===== config.mk =====
export PLATFORM = sky130hd
export DESIGN_NAME = digit_serial_adder
export DESIGN_NICKNAME = d
export VERILOG_FILES = /design/src/rtl/adder_pkg.sv /design/src/rtl/two_bit_full_adder.sv /design/src/rtl/digit_serial_adder.sv
export SDC_FILE = /design/constraint.sdc
export NUM_CORES = 1
export LEC_CHECK = 0
export ABC_CLOCK_PERIOD_IN_PS = 2560
export CORE_UTILIZATION = 44
export CTS_BUF_LIST = sky130_fd_sc_hd__clkbuf_8 sky130_fd_sc_hd__clkbuf_16
export DETAILED_ROUTE_END_ITERATION = 12
export PLACE_DENSITY = 0.75
export SLEW_MARGIN = 15
export SYNTH_ARGS = -nofsm -noshare
export SYNTH_HDL_FRONTEND = slang
export SYNTH_SLANG_ARGS = --single-unit

===== constraint.sdc =====
create_clock -name clk -period 2.56 [get_ports clk]
set_clock_uncertainty 0.2 [all_clocks]
set_input_delay 0.512 -clock clk [delete_from_list [all_inputs] [get_ports clk]]
set_output_delay 0.512 -clock clk [all_outputs]
set_load 0.05 [all_outputs]

===== src/rtl/adder_pkg.sv =====
// Shared types and constants for the digit-serial adder.
// Latency: none (declarations only).
// Backpressure: not applicable.
package adder_pkg;

    // Number of operand bits consumed per RUN cycle.
    localparam int DIGIT_W = 2;

    // Control states of the serial adder.
    typedef enum logic [1:0] {
        IDLE = 2'd0,
        RUN  = 2'd1,
        DONE = 2'd2
    } state_t;

    // Digit counter width: ceil(log2(digits)), but never less than one bit.
    function automatic int digitCntWidth(input int digits);
        return (digits > 1) ? $clog2(digits) : 1;
    endfunction

endpackage


===== src/rtl/two_bit_full_adder.sv =====
// Purely combinational 2-bit adder with carry in/out; one digit per use.
// Latency: zero cycles (combinational).
// Backpressure: none; holds no state.
module two_bit_full_adder
    import adder_pkg::*;
(
    input  logic [DIGIT_W-1:0] A,
    input  logic [DIGIT_W-1:0] B,
    input  logic               CarryIn,
    output logic [DIGIT_W-1:0] Sum,
    output logic               CarryOut
);

    // Zero-extend both operands so the top bit of the add is the carry out.
    always_comb begin
        {CarryOut, Sum} = {1'b0, A} + {1'b0, B} + {{DIGIT_W{1'b0}}, CarryIn};
    end

endmodule


===== src/rtl/digit_serial_adder.sv =====
// Adds two WIDTH-bit operands plus carry two bits per cycle, LSB digit first.
// Latency: out_valid rises WIDTH/2 cycles after the accepting edge.
// Backpressure: result held in DONE until out_ready; in_ready only in IDLE.
// Optional: define DIGIT_SERIAL_ADDER_OVF_EN to add the two's-complement Overflow output.
module digit_serial_adder
    import adder_pkg::*;
#(
    parameter int WIDTH = 8
) (
    input  logic             clk,
    input  logic             rst,
    input  logic [WIDTH-1:0] A,
    input  logic [WIDTH-1:0] B,
    input  logic             CarryIn,
    input  logic             in_valid,
    output logic             in_ready,
    output logic [WIDTH-1:0] Sum,
    output logic             CarryOut,
`ifdef DIGIT_SERIAL_ADDER_OVF_EN
    output logic             Overflow,
`endif
    output logic             out_valid,
    input  logic             out_ready
);

    localparam int DIGITS = WIDTH / DIGIT_W;
    localparam int CNT_W  = digitCntWidth(DIGITS);
    localparam logic [CNT_W-1:0] LAST_DIGIT = CNT_W'(DIGITS - 1);

    state_t               state;
    state_t               stateNext;
    logic [WIDTH-1:0]     aReg;
    logic [WIDTH-1:0]     bReg;
    logic                 carryReg;
    logic [CNT_W-1:0]     digitCnt;
    logic                 accept;
    logic                 lastDigit;
    logic [DIGIT_W-1:0]   aDigit;
    logic [DIGIT_W-1:0]   bDigit;
    logic [DIGIT_W-1:0]   digitSum;
    logic                 digitCarry;

    assign accept    = in_valid && in_ready;
    assign lastDigit = (digitCnt == LAST_DIGIT);

    // State register; reset wins over everything, including a half-finished RUN.
    always_ff @(posedge clk) begin
        if (rst) begin
            state <= IDLE;
        end else begin
            state <= stateNext;
        end
    end

    // Next-state: accept -> RUN, last digit -> DONE, consumer handshake -> IDLE.
    always_comb begin
        stateNext = state;
        case (state)
            IDLE:    if (accept)    stateNext = RUN;
            RUN:     if (lastDigit) stateNext = DONE;
            DONE:    if (out_ready) stateNext = IDLE;
            default:                stateNext = IDLE;
        endcase
    end

    // Handshake outputs decoded from state; in_ready stays low while reset is held.
    always_comb begin
        in_ready  = (state == IDLE) && !rst;
        out_valid = (state == DONE);
    end

    // Select the operand digit addressed by the counter.
    always_comb begin
        aDigit = '0;
        bDigit = '0;
        for (int d = 0; d < DIGITS; d++) begin
            if (digitCnt == CNT_W'(d)) begin
                aDigit = aReg[d*DIGIT_W +: DIGIT_W];
                bDigit = bReg[d*DIGIT_W +: DIGIT_W];
            end
        end
    end

    two_bit_full_adder u_digitAdder (
        .A        (aDigit),
        .B        (bDigit),
        .CarryIn  (carryReg),
        .Sum      (digitSum),
        .CarryOut (digitCarry)
    );

`ifdef DIGIT_SERIAL_ADDER_OVF_EN
    logic msbCarryIn;
    // Carry into the MSB recovered from the MSB sum bit: s = a ^ b ^ cin.
    assign msbCarryIn = aDigit[DIGIT_W-1] ^ bDigit[DIGIT_W-1] ^ digitSum[DIGIT_W-1];
`endif

    // Datapath: capture operands on accept, then write one Sum digit per RUN cycle.
    always_ff @(posedge clk) begin
        if (rst) begin
            aReg     <= '0;
            bReg     <= '0;
            carryReg <= 1'b0;
            digitCnt <= '0;
            Sum      <= '0;
            CarryOut <= 1'b0;
`ifdef DIGIT_SERIAL_ADDER_OVF_EN
            Overflow <= 1'b0;
`endif
        end else if (accept) begin
            aReg     <= A;
            bReg     <= B;
            carryReg <= CarryIn;
            digitCnt <= '0;
        end else if (state == RUN) begin
            for (int d = 0; d < DIGITS; d++) begin
                if (digitCnt == CNT_W'(d)) begin
                    Sum[d*DIGIT_W +: DIGIT_W] <= digitSum;
                end
            end
            carryReg <= digitCarry;
            if (lastDigit) begin
                // Counter parks on the last digit; it is cleared by the next accept.
                CarryOut <= digitCarry;
`ifdef DIGIT_SERIAL_ADDER_OVF_EN
                Overflow <= msbCarryIn ^ digitCarry;
`endif
            end else begin
                digitCnt <= digitCnt + 1'b1;
            end
        end
    end

endmodule


### After elaboration in Yosys (flattened, before gate mapping)

Cells that the tools add are included.

| cells by class | value |
|---|---|
| $add $sub $neg | 3 |
| equal/unequal tests | 8 |
| multiplexer cells | 14 |
| bitwise gates (word level) | 2 |
| reductions and logical operators | 13 |

Operators by type and width:

| operator | count |
|---|---|
| $mux 2 | 11 |
| $reduce_and 3->1 | 5 |
| $eq 2x2->1 const B | 3 |
| $pmux 2 s3 | 1 |
| $eq 2x1->1 const B | 2 |
| $logic_not 2->1 | 2 |
| $ne 2x2->1 const B | 2 |
| $add 2x2->3 | 1 |
| $add 3x1->3 | 1 |
| $add 2x1->2 const B | 1 |
| $logic_and 1x1->1 | 2 |
| $mux 1 | 2 |
| $ne 2x1->1 const B | 1 |
| $not 1->1 | 2 |
| $reduce_and 2->1 | 1 |
| $reduce_bool 2->1 | 1 |
| $reduce_or 2->1 | 1 |
| $logic_not 1->1 | 1 |

| word-level totals | value |
|---|---|
| register bits after elaboration | 30 |

### Logic depth before layout (Yosys ltp)

| logic depth | value |
|---|---|
| depth in word-level cells | 9 |
| depth in mapped cells | 11 |
| mapped depth without buffers | 10 |

### By module

From an unflattened synthesis, not the netlist that was laid out.

| unflattened totals | value |
|---|---|
| cell total of the unflattened synthesis | 163 |
| area, all modules | 1403.8 µm² |

Modules (own cells, without submodules):

| module | times used | cells each | area an instance (µm²) | seq. area each (µm²) |
|---|---|---|---|---|
| digit_serial_adder | 1 | 153 | 1333.8 | 600.6 |
| two_bit_full_adder | 1 | 10 | 70.1 | 0.0 |

### Worst setup path before layout

OpenSTA, ideal clock, no wires.

| timing | value |
|---|---|
| path type | input -> output |
| from | in rst |
| to | out in_ready |
| arrival | 1.891 ns |
| required time | 1.848 ns |
| slack | -0.043 ns |
| stages on the path | 3 |
| cell sequence | clkbuf_1 clkbuf_1 nor3_1 |

| between the ends | value |
|---|---|
| cells in the longest elaborated chain, start to end | 2 |

Ends and longest elaborated chain:

| what | line | RTL |
|---|---|---|
| from (decl) | digit_serial_adder.sv:11 | `input logic rst,` |
| $logic_not 1->1 | digit_serial_adder.sv:68 | `in_ready = (state == IDLE) && !rst;` |
| $logic_and 1x1->1 | digit_serial_adder.sv:68 |  |
| to (decl) | digit_serial_adder.sv:16 | `output logic in_ready,` |

Every way passes these cells.

### Final worst setup path

| timing | value |
|---|---|
| from | reg digitCnt[1] |
| to | reg Sum[1] |

| between the ends | value |
|---|---|
| cells in the longest elaborated chain, start to end | 7 |

Ends and longest elaborated chain:

| what | line | RTL |
|---|---|---|
| from (decl) | digit_serial_adder.sv:35 | `logic [CNT_W-1:0] digitCnt;` |
| from (signal assigned) | digit_serial_adder.sv:129 | `digitCnt <= digitCnt + 1'b1;` |
| $logic_not 2->1 | digit_serial_adder.sv:77 | `if (digitCnt == CNT_W'(d)) begin` |
| $mux 2 (4 in a row) | digit_serial_adder.sv:77 |  |
| $add 2x2->3 * | two_bit_full_adder.sv:16 | `{CarryOut, Sum} = {1'b0, A} + {1'b0, B} + {{DIGIT_W{1'b0}}, CarryIn};` |
| $add 3x1->3 * | two_bit_full_adder.sv:16 |  |
| named net digitSum[1] | digit_serial_adder.sv:40 | `logic [DIGIT_W-1:0] digitSum;` |
| to (signal, indexed assignment) | digit_serial_adder.sv:118 | `Sum[d*DIGIT_W +: DIGIT_W] <= digitSum;` |
| to (decl) | digit_serial_adder.sv:17 | `output logic [WIDTH-1:0] Sum,` |

Mark *: on every way through the listed nets, which the timed path passes. The rest lies on a longest branch.
A chain may end at the register's enable or synchronous reset.

==> flow_summary.ini <==
[placement]
place_area_mm2 = 0.00173
portBuffers = 31
dp_hpwl_mm = 2.16
globalplace.congestion = 0.803
dpl_worst_slack_ns = -0.0488

[timing]
tns_ns = 0
slew_headroom_pct = 65.5
fin_crit_ns = 2.50
rsz0062_at_grt = yes
whs_ns = 0.259
finalSetupViolCount = 0
min_period_over_period_pct = 97.8
slew_violations = 0
hold_viol = 0
tightest_slew_ns = 0.517
setup_ws_ns = 0.0554
max_clock_freq_mhz = 399

[setup_path]
end_kind = register
startpoint = digitCnt[1]
crit_type = register to register
cp-start-kind = register
reg2reg_depth = 10
endpoint = Sum[1]
cp.arrival_ns = 2.51
timing.rr.start = digitCnt[1]
rr_endpoint = Sum[1]
r2r_slack_ns = 0.06
crit_fanout = 4
cp.required_ns = 2.57

[status]
violations = design-rule violations
status = complete, but fails checks

[power_and_ir_drop]
cellPowerDensity_mw_per_mm2 = 554
ir_drop_uv = 374
p_leak_nw = 0.691

[clock_tree]
htree_levels = 2
clk_path_buf_depth = 2
clock-root-buffer = clkbuf_8
insertion_delay_ns = 0.28
path_clk_slew_ns = 0.06
cts_tree = done
cts.sinks = 30
numCtsBuffers = 5

[worst_hold_path]
hold_class = register to register

[logic_synthesis]
yosysSeqAreaShare_pct = 44.0
yosys.area_share.simple_pct = 18.7
synth_seq_cells = 30
yosysWarnings = 0
ys.flop_type = dfxtp_1
syn_area_mm2 = 0.00137
synth-compound-area-share_pct = 20.5
synth_edf_count = 0
synth_xor_area_share_pct = 0.642
synth_top_family_by_area = compound AO/OA/AOI/OAI gates
synth.net_count = 188
async_flop_share_pct = 0
muxShareOfSynthArea_pct = 2.20
synthAdderAreaFrac_pct = 6.60
yosysUniqueCellTypes = 25
postSynthCellCount = 161
syn_area_per_cell_um2 = 8.48

[routing]
drc = 2
drtIter0Drc = 34
viasPerCell = 5.33
drtAntennaViolNets = 0
drt_pass1_iterations = 10
wl_per_cell_um = 13.4
wl_mm = 3.03
num_vias = 1211

[die]
dieArea_mm2 = 0.00333
die_x_um = 57.7
num_rows = 19
coreArea_mm2 = 0.00285
start_util_pct = 47.9
die_h_um = 57.7
io_pins = 32

[global_route]
grt_max_degree = 32
grt_antenna_before_repair = 0
grt_pass1_vias = 1110
grt_use_total_pct = 20.0
grt_pass1_wl_mm = 4.84
overflow = 0

[layout]
drive_gt1_share_pct = 20.4
final_area_mm2 = 0.00189
areaGrowthSynthToFinish_pct = 38.1
fill_cells = 239
post-route-util_pct = 66.1
fin_nets = 223
diodes = 0

[job]
maxCapViolCount = 0
[synth_stat cells (all sizes together) (3+ instances only)]
| cell | number | area share, % |
|---|---|---|
| nand3 | 5 | 1.8 |
| ha | 4 | 3.7 |
| a311oi | 4 | 2.6 |
| dfxtp | 30 | 44 |
| a21oi | 28 | 10 |
| inv | 7 | 1.9 |
| nor3 | 4 | 1.5 |
| nand2 | 37 | 10 |
| clkbuf | 7 | 1.9 |
| o31ai | 3 | 1.6 |
| nor2b | 5 | 2.3 |
| mux2i | 3 | 2.2 |
| a21bo | 3 | 2.2 |
| buf | 7 | 3.5 |
[per-stage QoR]
stage / cells / power (mW)
2_1_floorplan: 161 / 0.622
3_3_place_gp: 218 / 0.687
3_5_place_dp: 218 / 0.694
4_1_cts: 226 / 1.04
5_1_grt: 227 / 1.09
6_report: 227 / 1.04
[worst min-delay path by stage]
stage / from / endpoint / slack [ns] / cells past startpoint
finish: bReg[4] / bReg[4] / 0.26 / 2
global route: aReg[0] / aReg[0] / 0.27 / 2
CTS: bReg[4] / bReg[4] / 0.26 / 2
detailed placement: bReg[4] / bReg[4] / 0.25 / 2
global placement: CarryOut / CarryOut / 0.25 / 2
floorplan: aReg[1] / aReg[1] / 0.24 / 2
[state kept, by name, summed over array words and instances, names as in the netlist]
register and cells:
bReg 8, Sum 8, aReg 8, state 2, carryReg 1, CarryOut 1, digitCnt 2
[routing by layer]
metal | up-vias | track usage, % | share of wire (%) | wire length, um
met5 | - | 0 | 0 | 0
met4 | 0 | 9.18 | 1.6 | 50
met3 | 6 | 8.26 | 4.7 | 143
met2 | 28 | 33.4 | 52 | 1570
met1 | 558 | 22.2 | 42 | 1260
li1 | 619 | - | - | -
[cell type report]
class                      count  area (um2)  share of cell area [%]
multi-input combinational    110         736                    39.0
sequential                    30         603                    32.0
timing repair buffer          42         405                    21.5
clock buffer                   5        68.8                    3.65
tap                           31        38.8                    2.06
inverter                       7        26.3                    1.39
clock inverter                 2        7.51                   0.398
[logic make-up after synthesis]
family / count (synthesis)
AO/OA/AOI/OAI: 44
XOR/XNOR: 1
adder cells (fa/ha/maj): 6
buffers and inverters: 21
flip-flops: 30
multiplexers: 3
AND/OR/NAND/NOR: 56
[cells in the final DEF (no fill, tap or decap)]
cell type and instances:
nand2b_1 1, mux2i_1 3, nand3b_1 1, ha_2 3
inv_1 6, inv_2 3, nor2b_4 1, a21bo_2 3
xnor2_1 1, dlymetal6s2s_1 1, fa_2 2, nand2_1 37
dfxtp_2 2, clkbuf_8 5, buf_4 11, dfxtp_1 28
nor2b_1 4, nand3_2 2, nor3b_1 1, clkdlybuf4s50_1 29
o31ai_1 3, a21oi_1 26, nor3_2 1, a22oi_2 2
nor3_1 3, a21oi_2 2, nor4b_2 1, a221oi_1 2
nand3_1 3, or4b_1 1, a221o_1 2, buf_12 1
ha_4 1, a311oi_1 4
[power by group]
part	internal [mW]	switching, mW
Sequential	0.488	0.0139
Combinational	0.103	0.103
Clock	0.178	0.159
Total	0.769	0.276
[critical path, stage by stage (launching register included)]
cell     delay [ns]
dfxtp_2        0.32
inv_2          0.08
ha_2           0.23
nor2b_4        0.06
a221o_1        0.30
a22oi_2        0.17
fa_2           0.24
inv_2          0.04
fa_2           0.58
nand3_1        0.08
a21oi_1        0.15
[timing repair]
item,in CTS,in global routing
setup endpoints to repair,4,5
gates cloned,0,0
pin swaps,5,3
hold buffers,0,0
setup buffers,1,1
gates resized for setup,6,14
Note: power is estimated with default switching activity, not from simulation.
